### config.mk
export PLATFORM = sky130hd
export DESIGN_NAME = gnn_input_loader_flat
export DESIGN_NICKNAME = d
export VERILOG_FILES = /design/src/rtl/gnn_input_loader_if.sv /design/src/rtl/gnn_input_loader.sv /design/src/flat_wrapper.sv
export SDC_FILE = /design/constraint.sdc
export NUM_CORES = 1
export LEC_CHECK = 0
export ABC_AREA = 1
export BUFFER_PORTS_ARGS = -buffer_cell sky130_fd_sc_hd__buf_2
export CAP_MARGIN = 20
export CORE_UTILIZATION = 45
export DETAILED_ROUTE_END_ITERATION = 8
export PLACE_DENSITY = 0.7
export SETUP_SLACK_MARGIN = 0.15
export SKIP_LAST_GASP = 1
export SLEW_MARGIN = 20
export SYNTH_ARGS = -nofsm -noshare
export SYNTH_HDL_FRONTEND = slang
export SYNTH_SLANG_ARGS = --single-unit
### constraint.sdc
create_clock -name clk -period 2.9 [get_ports clk]
set_input_delay 0.58 -clock clk [delete_from_list [all_inputs] [get_ports clk]]
set_output_delay 0.58 -clock clk [all_outputs]
set_load 0.01 [all_outputs]
### src/rtl/gnn_input_loader_if.sv
// Stream-in / parallel-out bundle between the word feeder, the loader and the GNN core.
interface gnn_input_loader_if #(
    parameter int unsigned DATA_W = 5
);
    localparam int unsigned CNT_W = 6;

    logic [DATA_W-1:0]    s_data;
    logic                 s_valid;
    logic                 s_ready;
    logic [16*DATA_W-1:0] x_flat;
    logic [16*DATA_W-1:0] w1_flat;
    logic [8*DATA_W-1:0]  w2_flat;
    logic                 in_ready;
    logic                 out_done;
    logic [CNT_W-1:0]     word_cnt;

    // Feeder / downstream side
    modport master (
        output s_data, s_valid, out_done,
        input  s_ready, x_flat, w1_flat, w2_flat, in_ready, word_cnt
    );

    // Loader side
    modport slave (
        input  s_data, s_valid, out_done,
        output s_ready, x_flat, w1_flat, w2_flat, in_ready, word_cnt
    );
endinterface

### src/rtl/gnn_input_loader.sv
// Collects 40 serial words into feature/weight holding registers and presents them
// in parallel until the downstream stage signals it is done with them.
module gnn_input_loader #(
    parameter int unsigned DATA_W  = 5,
    parameter int unsigned N_WORDS = 40
) (
    input  logic                 clk,
    input  logic                 rst,
    gnn_input_loader_if.slave    bus
);
    localparam int unsigned N_X   = 16;
    localparam int unsigned N_W1  = 16;
    localparam int unsigned N_W2  = 8;
    localparam int unsigned CNT_W = 6;

    typedef enum logic [1:0] {
        ST_IDLE = 2'd0,
        ST_LOAD = 2'd1,
        ST_HOLD = 2'd2
    } state_t;

    state_t            state_q;
    state_t            state_d;
    logic              s_ready_q;
    logic              in_ready_q;
    logic              s_ready_d;
    logic              in_ready_d;
    logic [CNT_W-1:0]  cnt_q;
    logic              hs_c;
    logic              last_c;
    logic [DATA_W-1:0] mem_q [N_WORDS];

    // s_ready_q is high only in LOAD, so a handshake implies LOAD
    assign hs_c   = bus.s_valid && s_ready_q;
    assign last_c = (cnt_q == CNT_W'(N_WORDS - 1));

    // State register
    always_ff @(posedge clk) begin
        if (rst) begin
            state_q <= ST_IDLE;
        end else begin
            state_q <= state_d;
        end
    end

    // Next-state logic
    always_comb begin
        state_d = state_q;
        case (state_q)
            ST_IDLE: state_d = ST_LOAD;
            ST_LOAD: if (hs_c && last_c) state_d = ST_HOLD;
            ST_HOLD: if (bus.out_done) state_d = ST_LOAD;
            default: state_d = ST_IDLE;
        endcase
    end

    // Output decode from the upcoming state, so the flags are registered decodes
    always_comb begin
        s_ready_d  = 1'b0;
        in_ready_d = 1'b0;
        if (state_d == ST_LOAD) s_ready_d  = 1'b1;
        if (state_d == ST_HOLD) in_ready_d = 1'b1;
    end

    // Handshake flag registers
    always_ff @(posedge clk) begin
        if (rst) begin
            s_ready_q  <= 1'b0;
            in_ready_q <= 1'b0;
        end else begin
            s_ready_q  <= s_ready_d;
            in_ready_q <= in_ready_d;
        end
    end

    // Word counter: advances per handshake, cleared on release from HOLD
    always_ff @(posedge clk) begin
        if (rst) begin
            cnt_q <= '0;
        end else if (hs_c) begin
            cnt_q <= cnt_q + CNT_W'(1);
        end else if ((state_q == ST_HOLD) && bus.out_done) begin
            cnt_q <= '0;
        end
    end

    // Holding registers: slot written on its handshake, otherwise kept across loads
    always_ff @(posedge clk) begin
        if (rst) begin
            for (int k = 0; k < int'(N_WORDS); k++) begin
                mem_q[k] <= '0;
            end
        end else if (hs_c) begin
            mem_q[cnt_q] <= bus.s_data;
        end
    end

    // Parallel views of the holding registers
    for (genvar k = 0; k < int'(N_X); k++) begin : g_x
        assign bus.x_flat[k*DATA_W +: DATA_W] = mem_q[k];
    end
    for (genvar k = 0; k < int'(N_W1); k++) begin : g_w1
        assign bus.w1_flat[k*DATA_W +: DATA_W] = mem_q[N_X + k];
    end
    for (genvar k = 0; k < int'(N_W2); k++) begin : g_w2
        assign bus.w2_flat[k*DATA_W +: DATA_W] = mem_q[N_X + N_W1 + k];
    end

    assign bus.s_ready  = s_ready_q;
    assign bus.in_ready = in_ready_q;
    assign bus.word_cnt = cnt_q;

endmodule

### src/flat_wrapper.sv
// flat-port wrapper written by rule: the top's interface ports become plain ports
module gnn_input_loader_flat 
#(
    parameter int unsigned DATA_W  = 5,
    parameter int unsigned N_WORDS = 40
)
  (clk, rst, bus_s_data, bus_s_valid, bus_out_done, bus_s_ready, bus_x_flat, bus_w1_flat, bus_w2_flat, bus_in_ready, bus_word_cnt);
  gnn_input_loader_if #(.DATA_W(DATA_W)) bus_i ();
  input  logic clk;
  input  logic rst;
  input wire logic [$bits(bus_i.s_data)-1:0] bus_s_data;
  input wire logic [$bits(bus_i.s_valid)-1:0] bus_s_valid;
  input wire logic [$bits(bus_i.out_done)-1:0] bus_out_done;
  output wire logic [$bits(bus_i.s_ready)-1:0] bus_s_ready;
  output wire logic [$bits(bus_i.x_flat)-1:0] bus_x_flat;
  output wire logic [$bits(bus_i.w1_flat)-1:0] bus_w1_flat;
  output wire logic [$bits(bus_i.w2_flat)-1:0] bus_w2_flat;
  output wire logic [$bits(bus_i.in_ready)-1:0] bus_in_ready;
  output wire logic [$bits(bus_i.word_cnt)-1:0] bus_word_cnt;
  assign bus_i.s_data = bus_s_data;
  assign bus_i.s_valid = bus_s_valid;
  assign bus_i.out_done = bus_out_done;
  assign bus_s_ready = bus_i.s_ready;
  assign bus_x_flat = bus_i.x_flat;
  assign bus_w1_flat = bus_i.w1_flat;
  assign bus_w2_flat = bus_i.w2_flat;
  assign bus_in_ready = bus_i.in_ready;
  assign bus_word_cnt = bus_i.word_cnt;
  gnn_input_loader #(.DATA_W(DATA_W), .N_WORDS(N_WORDS)) u_core (.clk(clk), .rst(rst), .bus(bus_i));
endmodule
==> results of run 1 <==
-- worst max-delay path: cells and delay by family, from the launching register on --
kind / cells / cell delay (ns)
flops: 1 / 0.69
compound gates: 1 / 0.60
buf+inv: 2 / 0.42
simple gates: 1 / 0.24
-- metrics by stage --
stage / instances / util, %
2_1_floorplan: 611 / -
3_3_place_gp: 1029 / 54.1
3_5_place_dp: 1029 / 54.1
4_1_cts: 1069 / 58.3
5_1_grt: 1069 / 58.3
6_report: 1069 / 58.3
-- sequential cells by signal, summed over array words and instances (netlist names) --
name                 cells
u_core.bus.in_ready      1
u_core.bus.s_ready       1
u_core.bus.word_cnt      6
u_core.mem_q           200
u_core.state_q           2
-- where the power goes --
| part | switching (W) | internal (W) |
|---|---|---|
| Combinational | 0.000276 | 0.000110 |
| Clock | 0.00112 | 0.00172 |
| Sequential | 0.0000328 | 0.00342 |
| Total | 0.00143 | 0.00525 |
-- logic make-up after synthesis --
group / Yosys count / synth area share (%)
and+or+nand+nor: 302 / 18.1
DFF: 210 / 75.9
buffers and inverters: 71 / 4.18
AOI/OAI and AO/OA: 27 / 1.68
adders and majority gates: 1 / 0.153
-- layout make-up --
type | instances | area, um^2 | area share, %
clock buffers | 27 | 591 | 5.77
clock inverters | 13 | 144 | 1.41
inverters | 27 | 104 | 1.02
multi-input cells | 330 | 1630 | 15.9
flip-flops and latches | 210 | 6210 | 60.7
well taps | 225 | 282 | 2.75
repair buffers | 237 | 1280 | 12.5
-- layer usage --
| metal | vias to the layer above | part of all wire, % | GRT usage [%] |
|---|---|---|---|
| met5 | - | 0 | 0 |
| met4 | 0 | 3.3 | 8.30 |
| met3 | 42 | 5.9 | 3.22 |
| met2 | 226 | 51 | 37.1 |
| met1 | 2622 | 40 | 26.9 |
| li1 | 2576 | - | - |
-- worst max path at each step --
stage | start | end | slack [ns] | depth (start not counted)
finish | u_core.bus.word_cnt[1] | u_core.mem_q[10][3] | 0.56 | 4
global route | u_core.bus.word_cnt[1] | u_core.mem_q[10][3] | 0.33 | 4
CTS | u_core.bus.word_cnt[1] | u_core.mem_q[10][3] | 0.53 | 4
detailed placement | u_core.bus.word_cnt[1] | u_core.mem_q[10][3] | 0.55 | 4
global placement | bus_s_valid | u_core.mem_q[25][0] | 0.67 | 6
floorplan | bus_s_valid | u_core.mem_q[15][0] | 0.92 | 5
-- cell usage in the layout, fill, tap and decap left out, drive strengths merged --
| master | Yosys | routed |
|---|---|---|
| a21oi | 8 | 8 |
| buf | 17 | 237 |
| bufinv | 0 | 3 |
| clkbuf | 27 | 27 |
| clkinv | 1 | 9 |
| clkinvlp | 0 | 2 |
| dfxtp | 10 | 10 |
| edfxtp | 200 | 200 |
| ha | 1 | 1 |
| inv | 26 | 26 |
| nand2 | 57 | 57 |
| nand3 | 16 | 16 |
| nand4 | 3 | 3 |
| nor2 | 143 | 143 |
| nor3 | 82 | 82 |
| o211ai | 1 | 1 |
| o21ai | 18 | 18 |
| or2 | 1 | 1 |
==> impl_results.md, run 1 <==
- R2R Setup Slk: 0.56 ns
- CTS tree: done
- Most common library cells after synthesis: edfxtp_1 (200), nor2_1 (140), nand2_1 (55)
- PD cells: 652 nW/um^2
- Syn nets: between 600 and 700
- Overall routing resource usage: around a fifth
- DRC errors left: 0
- Via count: roughly 5500
- Max-cap violations: 0
- Vias in the first global route: between 5000 and 6000
- Count of state elements after synthesis: between 200 and 250
- Count leader, synth: edfxtp_1
- Asr flop ratio synth: 0%
- Total power draw: roughly 0.0067 W
- Clk Latency, worst-skew pair: ~0.5 ns
- Final HPWL DP: ~13000 um
- Row cnt: 48
- CP Launch Type: flip-flop
- Status: complete, no violations
- Largest net degree at the start of global routing: 49
- Leading cell types by total area after synthesis: edfxtp_1 (73%), nor2_1 (6.4%), nor3_1 (3.3%)
- Final wirelength: between 15000 and 20000 um
- Final GP Congestion: 0.813
- Nets: 839
- Crit path max-delay cell type: dfxtp_1
- DRT iter0 DRCs: roughly 410
- Top cell type by total area after synthesis: edfxtp_1
- Sequential-to-total area share from yosys stat: 75.9%
- Synth Instances: ~610
- CTS H-tree lvls: 1
- Fin Setup TNS: 0 ns
- Hold depth: 2
- Antenna cells: 0
- Die ar.: roughly 19000 um^2
- Final period util: between 80 and 90%
- Num CTS Buffers: 23
- Final WS setup: between 0.5 and 0.6 ns
- Relative slew margins: between 50 and 60%
- Max Fclk: between 400 and 500 MHz
- Worst path arrival time: about 2.5 ns
- Routed wire per std cell: 18.7 um
- Initial core utilization: 46.6%
- Share of cells above drive strength 1: between 30% and 40%
- Clk pin slew, worst setup/hold paths: ~0.060 ns
- Leakage: around 4.2 nW
- HP Start: rst
- Hold WS: around 0.35 ns
- Die width: about 140 um
- Postcts setup bufs: 0
- Synth Flop Type: edfxtp_1
- R2R depth: 4
- Worst path max stage delay: slightly below 0.7 ns
- Fin. Hold Viols: 0
- Hold crit path type: in -> reg
- Setup CP Type: reg -> reg
- CTS Hold Bufs: 0
- Synthesized area: about 8000 um^2
- FF-to-FF Start: u_core.bus.word_cnt[1]
- Die H: ~140 um
- Port-buffer cells: roughly 220
- CTS resizes: 0
- Clock sinks: between 200 and 250
- Drt via density: 5.11
- Worst-Margin Slew: ~0.72 ns
- Clk buf depth: 3
- Global-route wire length before repair: approximately 30000 um
- Pre-antenna DRT Iters: 5
- Reg-to-reg endpoint: u_core.mem_q[10][3]
- Worst EP required: 3.01 ns
- Fillers: around 1400
- Max rail drop VDD: between 400 and 500 uV
- RSZ-0062 raised after global routing: no
- P&R area growth vs syn: 25.1%
- Post-route ant nets: 0
- Core Area: 17500 um^2
- Antenna violations before repair: 0
- Max FO, Critical Path: 12
- Crit. End Element: flip-flop
- Clk_skew: 0.0149 ns
- Placed inst area: roughly 9500 um^2
- Warnings, synthesis: 0
- Critical-path cell list: inv_2, nor3_4, inv_1, o21ai_0
- Share of the synthesized area in the top cell type: around 73%
- Post-synth EDFFs: 200
- Minimum clock period: between 2 and 2.5 ns
- Synth unique cells: 25
- Root Buffer: clkbuf_16
- Final slew viol count: 0
- Pre-CTS setup slack: ~0.55 ns
- Final setup fails: 0
- Synth Area per Inst: around 13 um^2
- Hold EP: u_core.state_q[0]
- Gr ovfl total: 0
- Final instance area: ~10000 um^2
- Ports: approximately 220
No activity file was read; power rests on OpenSTA's default activity.
==> inputs of run 2 (changes only) <==
--- a/config.mk
+++ b/config.mk
@@ -10,7 +10,7 @@
 export CAP_MARGIN = 20
 export CORE_UTILIZATION = 45
 export DETAILED_ROUTE_END_ITERATION = 8
-export PLACE_DENSITY = 0.7
+export PLACE_DENSITY = 0.73
 export SETUP_SLACK_MARGIN = 0.15
 export SKIP_LAST_GASP = 1
 export SLEW_MARGIN = 20
==> constraint.sdc (replaced) <==
create_clock -name clk -period 2.11 [get_ports clk]
set_input_delay 0.422 -clock clk [delete_from_list [all_inputs] [get_ports clk]]
set_output_delay 0.422 -clock clk [all_outputs]
set_load 0.01 [all_outputs]
==> run 2 against run 1 <==
Routed wire length up 1.3%. Non-clock buffer count up 19. Power up 32%. Worst setup slack worse by 0.26 ns. Clock skew up 0.0016 ns. Die area unchanged. Maximum frequency up 30%. Cell area up 1.2%. Sequential cell count unchanged. Combinational power up 44%. Final cell count up 1.8%. Count of clock-buffer cells in the layout down 1. Highest routed layer unchanged.
==> impl_results.md, run 2 (synthesis gave the netlist of run 1 again) <==
- Status: complete, no violations
- Fillers: 1423 (-1.2%)
- Inst Count DP: 1045 (+1.6%)
- Relative slew margins: 54.6% (+2.9 points)
- Worst EP required: 2.31 ns (-0.70 ns)
- Ports: 217 (unchanged)
- Root Buffer: clkbuf_16
- Setup CP Type: reg -> reg
- Placed inst area: 9670 um^2 (+1.8%)
- CTS H-tree lvls: 1 (unchanged)
- R2R Setup Slk: 0.30 ns (-0.26 ns)
- Critical-path cell list: nand2_2, nor2_4, nand2_2, nor2_4, nand2_1, nand2_1
- Post-Layout Cell Count: 1088 (+1.8%)
- Fin Setup TNS: 0 ns (unchanged)
- Clk Latency, worst-skew pair: 0.50 ns (about the same)
- Total power draw: 0.00883 W (+32%)
- DRC errors left: 0 (unchanged)
- Final slew viol count: 0 (unchanged)
- Clock sinks: 210 (unchanged)
- Drt via density: 5.13 (+0.23%)
- Final HPWL DP: 13500 um (+1.6%)
- CP Launch Type: flip-flop
- Routed wire per std cell: 18.6 um (-0.49%)
- Crit. End Element: flip-flop
- Sequential cell area: 6210 um^2 (about the same)
- Antenna violations before repair: 0 (unchanged)
- Via count: 5576 (+2.0%)
- Die ar.: 18700 um^2 (unchanged)
- Crit path max-delay cell type: dfxtp_1
- Final setup fails: 0 (unchanged)
- Max Fclk: 554 MHz (+30%)
- Row cnt: 48 (unchanged)
- P&R area growth vs syn: 26.6%
- Antenna cells: 0 (unchanged)
- Most frequent cells in the layout: buf_2 (216), edfxtp_1 (200), nor2_1 (140)
- Share of cells above drive strength 1: 38.5% (+1.9 points)
- Gr ovfl total: 0 (unchanged)
- Clk_skew: 0.0165 ns (+0.00162 ns)
- Max FO, Critical Path: 8 (-4)
- Post-route ant nets: 0 (unchanged)
- Clk pin slew, worst setup/hold paths: 0.06 ns (about the same)
- Area of the multi-input gates: 1630 um^2 (unchanged)
- Vias in the first global route: 5142 (-3.1%)
- Die width: 137 um (unchanged)
- Num CTS Buffers: 22 (-4.3%)
- Commonest non-fill, non-tap cell in the layout: buf_2
- Global-route wire length before repair: 29600 um (about the same)
- Largest net degree at the start of global routing: 48 (-2.0%)
- R2R depth: 6 (+2)
- Port-buffer cells: 216 (unchanged)
- FF-to-FF Start: u_core.bus.s_ready
- Biggest register: u_core.mem_q
- Worst-Margin Slew: 0.677 ns (-0.0402 ns)
- RSZ-0062 raised after global routing: no
- Leakage: 4.27 nW (+1.6%)
- Fin. Hold Viols: 0 (unchanged)
- Initial core utilization: 46.6% (unchanged)
- PD cells: 853 nW/um^2 (+31%)
- Largest register FFs: 200 (unchanged)
- Worst path max stage delay: 0.34 ns (-0.35 ns)
- CTS tree: done
- Hold EP: u_core.state_q[0]
- Hold crit path type: in -> reg
- Final period util: 85.6% (+4.9 points)
- Clk buf depth: 3 (unchanged)
- Overall routing resource usage: 21.5% (+0.19 points)
- Hold depth: 2 (unchanged)
- DRT iter0 DRCs: 322 (-21%)
- Die H: 137 um (unchanged)
- Hold WS: 0.185 ns (-0.170 ns)
- Max-cap violations: 0 (unchanged)
- Max rail drop VDD: 634 uV (+58%)
- Final wirelength: 20200 um (+1.3%)
- Nets: 857 (+2.1%)
- Final instance area: 10400 um^2 (+1.2%)
- Core Area: 17500 um^2 (unchanged)
- Minimum clock period: 1.81 ns (-0.534 ns)
- Reg-to-reg endpoint: u_core.mem_q[22][0]
- Pre-antenna DRT Iters: 5 (unchanged)
- HP Start: rst
- Final GP Congestion: 0.829 (+2.0%)
- Worst path arrival time: 2.00 ns (-0.45 ns)
==> run 2: cell count changes in the layout (fill, tap and decap cells not counted), moves of 3 or more <==
cell       previous run  this run
dfxtp_1              10         7
bufinv_16             3         0
clkinv_1              6         9
dfxtp_2               0         3
buf_12                3         7
inv_1                19        15
buf_4                18        33
==> run 2: worst max-delay path by stage <==
stage | from | endpoint | slack (ns) | cells past startpoint
final | u_core.bus.s_ready | u_core.mem_q[22][0] | 0.30 | 6
after CTS | u_core.bus.word_cnt[1] | u_core.mem_q[27][0] | 0.16 | 4
after detailed placement | bus_s_valid | u_core.mem_q[27][2] | 0.12 | 5
after global placement | bus_s_valid | u_core.mem_q[27][4] | 0.14 | 5
after floorplan | u_core.bus.word_cnt[0] | u_core.mem_q[27][0] | 0.27 | 5
after global routing | u_core.bus.s_ready | u_core.mem_q[2][0] | 0.16 | 6
==> run 2: final cells by class <==
type | instances | share of cell area (%)
Inverter | 27 | 1.00
Sequential cell | 210 | 60.0
Timing Repair Buffer | 256 | 14.2
Clock buffer | 26 | 5.46
Tap cell | 225 | 2.72
Multi-Input combinational cell | 330 | 15.7
Clock inverter | 14 | 0.919
==> run 2: through the flow <==
stage | utilization [%] | setup slack, ns
2_1_floorplan | - | 0.273
3_3_place_gp | 55.1 | 0.138
3_5_place_dp | 55.1 | 0.116
4_1_cts | 58.9 | 0.163
5_1_grt | 59.0 | 0.161
6_report | 59.0 | 0.304
==> run 2: worst max-delay path: cells and delay by family (launching register included) <==
kind	cells	cell delay, ns
AND/OR/NAND/NOR	6	1.15
flip-flops	1	0.34
==> run 2: per-layer routing <==
metal	track usage (%)	vias to the layer above	share of wire [%]
li1	-	2604	-
met1	29.3	2693	41
met3	3.22	29	6.9
met4	5.80	0	1.9
met5	0	-	0
met2	36.2	250	50
==> run 2: report_power, final <==
part	internal [W]	total, W	switching (W)
clock	0.00194	0.00352	0.00158
combinational	0.000175	0.000557	0.000381
sequential	0.00470	0.00475	0.0000508
==> run 2: repair_timing <==
| item | in CTS | in global routing |
|---|---|---|
| hold buffers | 0 | 0 |
| gates resized for setup | 1 | 4 |
| endpoints found under the setup margin | 15 | 29 |
| pin swaps | 1 | 1 |
| setup buffers | 1 | 2 |
==> inputs of run 3 (changes only) <==
--- a/config.mk
+++ b/config.mk
@@ -8,6 +8,7 @@
 export ABC_AREA = 1
 export BUFFER_PORTS_ARGS = -buffer_cell sky130_fd_sc_hd__buf_2
 export CAP_MARGIN = 20
+export CORE_ASPECT_RATIO = 1.25
 export CORE_UTILIZATION = 45
 export DETAILED_ROUTE_END_ITERATION = 8
 export PLACE_DENSITY = 0.73
==> run 3 against run 2 <==
Cell area is 0.47% higher. Sequential power hardly changed. Combinational power is 0.9% lower. Utilization hardly changed. Critical endpoint is now u_core.mem_q[26][0]. Largest cell class unchanged.
==> impl_results.md, run 3 (synthesis gave the netlist of run 1 again) <==
- Final wirelength: 19900 um (-1.7%)
- Final HPWL DP: 13600 um (+0.81%)
- Worst-Margin Slew: 0.552 ns (-0.124 ns)
- DRT iter0 DRCs: 436 (+35%)
- Final GP Congestion: 0.785 (-5.4%)
- DRC errors left: 0 (unchanged)
- RSZ-0062 raised after global routing: no
- Antenna violations before repair: 0 (unchanged)
- Critical-path cell list: buf_4, nor3_4, inv_1, o21ai_0, buf_4
- CTS tree: done
- P&R area growth vs syn: 27.2%
- Post-route ant nets: 0 (unchanged)
- Overall routing resource usage: 21.4% (-0.14 points)
- Hold crit path type: in -> reg
- Clk Latency, worst-skew pair: 0.48 ns (-0.02 ns)
- Num CTS Buffers: 20 (-9.1%)
- Biggest register: u_core.mem_q
- Max rail drop VDD: 634 uV (about the same)
- Worst path arrival time: 2.01 ns (about the same)
- Worst path max stage delay: 0.41 ns (+0.07 ns)
- Fin Setup TNS: 0 ns (unchanged)
- Gr ovfl total: 0 (unchanged)
- Crit. End Element: flip-flop
- Leakage: 4.33 nW (+1.4%)
- Clock sinks: 210 (unchanged)
- Total power draw: 0.00900 W (+2.0%)
- Die H: 153 um (+12%)
- Ports: 217 (unchanged)
- Clk_skew: 0.0138 ns (-0.00276 ns)
- Crit path max-delay family: buffers and inverters
- Postcts setup bufs: 0 (-1)
- Worst EP required: 2.30 ns (about the same)
- Max-cap violations: 0 (unchanged)
- CTS resizes: 0 (-1)
- Commonest non-fill, non-tap cell in the layout: buf_2
- Max Fclk: 549 MHz (-0.76%)
- Root Buffer: clkbuf_16
- Nets: 862 (+0.58%)
- PD cells: 865 nW/um^2 (+1.5%)
- Most frequent cells in the layout: buf_2 (216), edfxtp_1 (200), nor2_1 (140)
- Vias in the first global route: 5554 (+8.0%)
- Final setup fails: 0 (unchanged)
- Final slew viol count: 0 (unchanged)
- CP bufs+invs: 3 (+3)
- Drt via density: 5.18 (+1.1%)
- Routed wire per std cell: 18.2 um (-1.8%)
- Largest register FFs: 200 (unchanged)
- Final period util: 86.3% (+0.66 points)
- Core Area: 17600 um^2 (+0.56%)
- Initial core utilization: 46.4% (-0.26 points)
- Antenna cells: 0 (unchanged)
- Via count: 5642 (+1.2%)
- Clk buf depth: 3 (unchanged)
- Crit path max-delay cell type: dfxtp_1
- Crit path top cell by count: buf_4
- Setup CP Type: reg -> reg
- CTS H-tree lvls: 1 (unchanged)
- Port-buffer cells: 216 (unchanged)
- Global-route wire length before repair: 30000 um (+1.4%)
- Pre-antenna DRT Iters: 5 (unchanged)
- Clk pin slew, worst setup/hold paths: 0.06 ns (about the same)
- CP Launch Type: flip-flop
- CTS Hold Bufs: 0 (unchanged)
- Share of cells above drive strength 1: 38.3% (-0.20 points)
- Largest net degree at the start of global routing: 49 (+2.1%)
- Die ar.: 18700 um^2 (about the same)
- Relative slew margins: 63.2% (+8.6 points)
- Die width: 123 um (-10%)
- Row cnt: 54 (+13%)
- Max FO, Critical Path: 8 (unchanged)
- Fin. Hold Viols: 0 (unchanged)
- Minimum clock period: 1.82 ns (+0.0139 ns)
- Post-layout util: 59.0% (about the same)
- Status: complete, no violations
==> run 3: cell types whose count changed in the layout (fill, tap and decap cells not counted), moves of 2 or more <==
cell	delta
buf_4	+9
inv_1	+5
bufinv_16	+4
clkinv_1	-4
clkinvlp_4	-3
dfxtp_1	+3
dfxtp_2	-3
buf_12	-2
clkinv_2	-2
o21ai_0	+2
o21ai_1	-2
==> run 3: per-layer routing <==
metal,part of all wire [%],global-route usage (%),vias up
li1,-,-,2620
met1,37,25.1,2704
met2,51,36.4,282
met3,9.9,6.44,36
met4,2.6,8.07,0
met5,0,0,-
==> run 3: path summary, 6_finish.rpt <==
path,start,endpoint,slack (ns),cells past startpoint
worst min-delay path,rst,u_core.bus.word_cnt[2],0.20,2
worst max register to register,u_core.bus.word_cnt[0],u_core.mem_q[26][0],0.29,5
worst max-delay path,u_core.bus.word_cnt[0],u_core.mem_q[26][0],0.29,5
worst min register to register,u_core.state_q[1],u_core.state_q[1],0.53,2
==> run 3: report_power, final <==
| part | internal [W] | leakage (nW) | switching, W | total, W |
|---|---|---|---|---|
| sequential | 0.00469 | 2.13 | 0.0000469 | 0.00474 |
| combinational | 0.000172 | 1.87 | 0.000379 | 0.000552 |
| clock | 0.00229 | 0.337 | 0.00141 | 0.00371 |
==> run 3: final cells by class <==
class | count | area [um^2]
fillers | 1377 | 7230
flip-flops and latches | 210 | 6210
multi-input cells | 330 | 1630
repair buffers | 263 | 1500
clock buffers | 24 | 537
well taps | 224 | 280
clock inverters | 11 | 150
inverters | 27 | 104
==> run 3: per-stage QoR <==
stage | worst slack [ns] | hold slack [ns] | instance area (um^2) | instances
after CTS | 0.181 | 0.184 | 10400 | 1085
after detailed placement | 0.167 | 0.521 | 9680 | 1050
after floorplan | 0.273 | 0.491 | 8180 | 611
final | 0.290 | 0.195 | 10400 | 1089
after global routing | 0.190 | 0.207 | 10400 | 1089
after global placement | 0.197 | 0.520 | 9680 | 1050
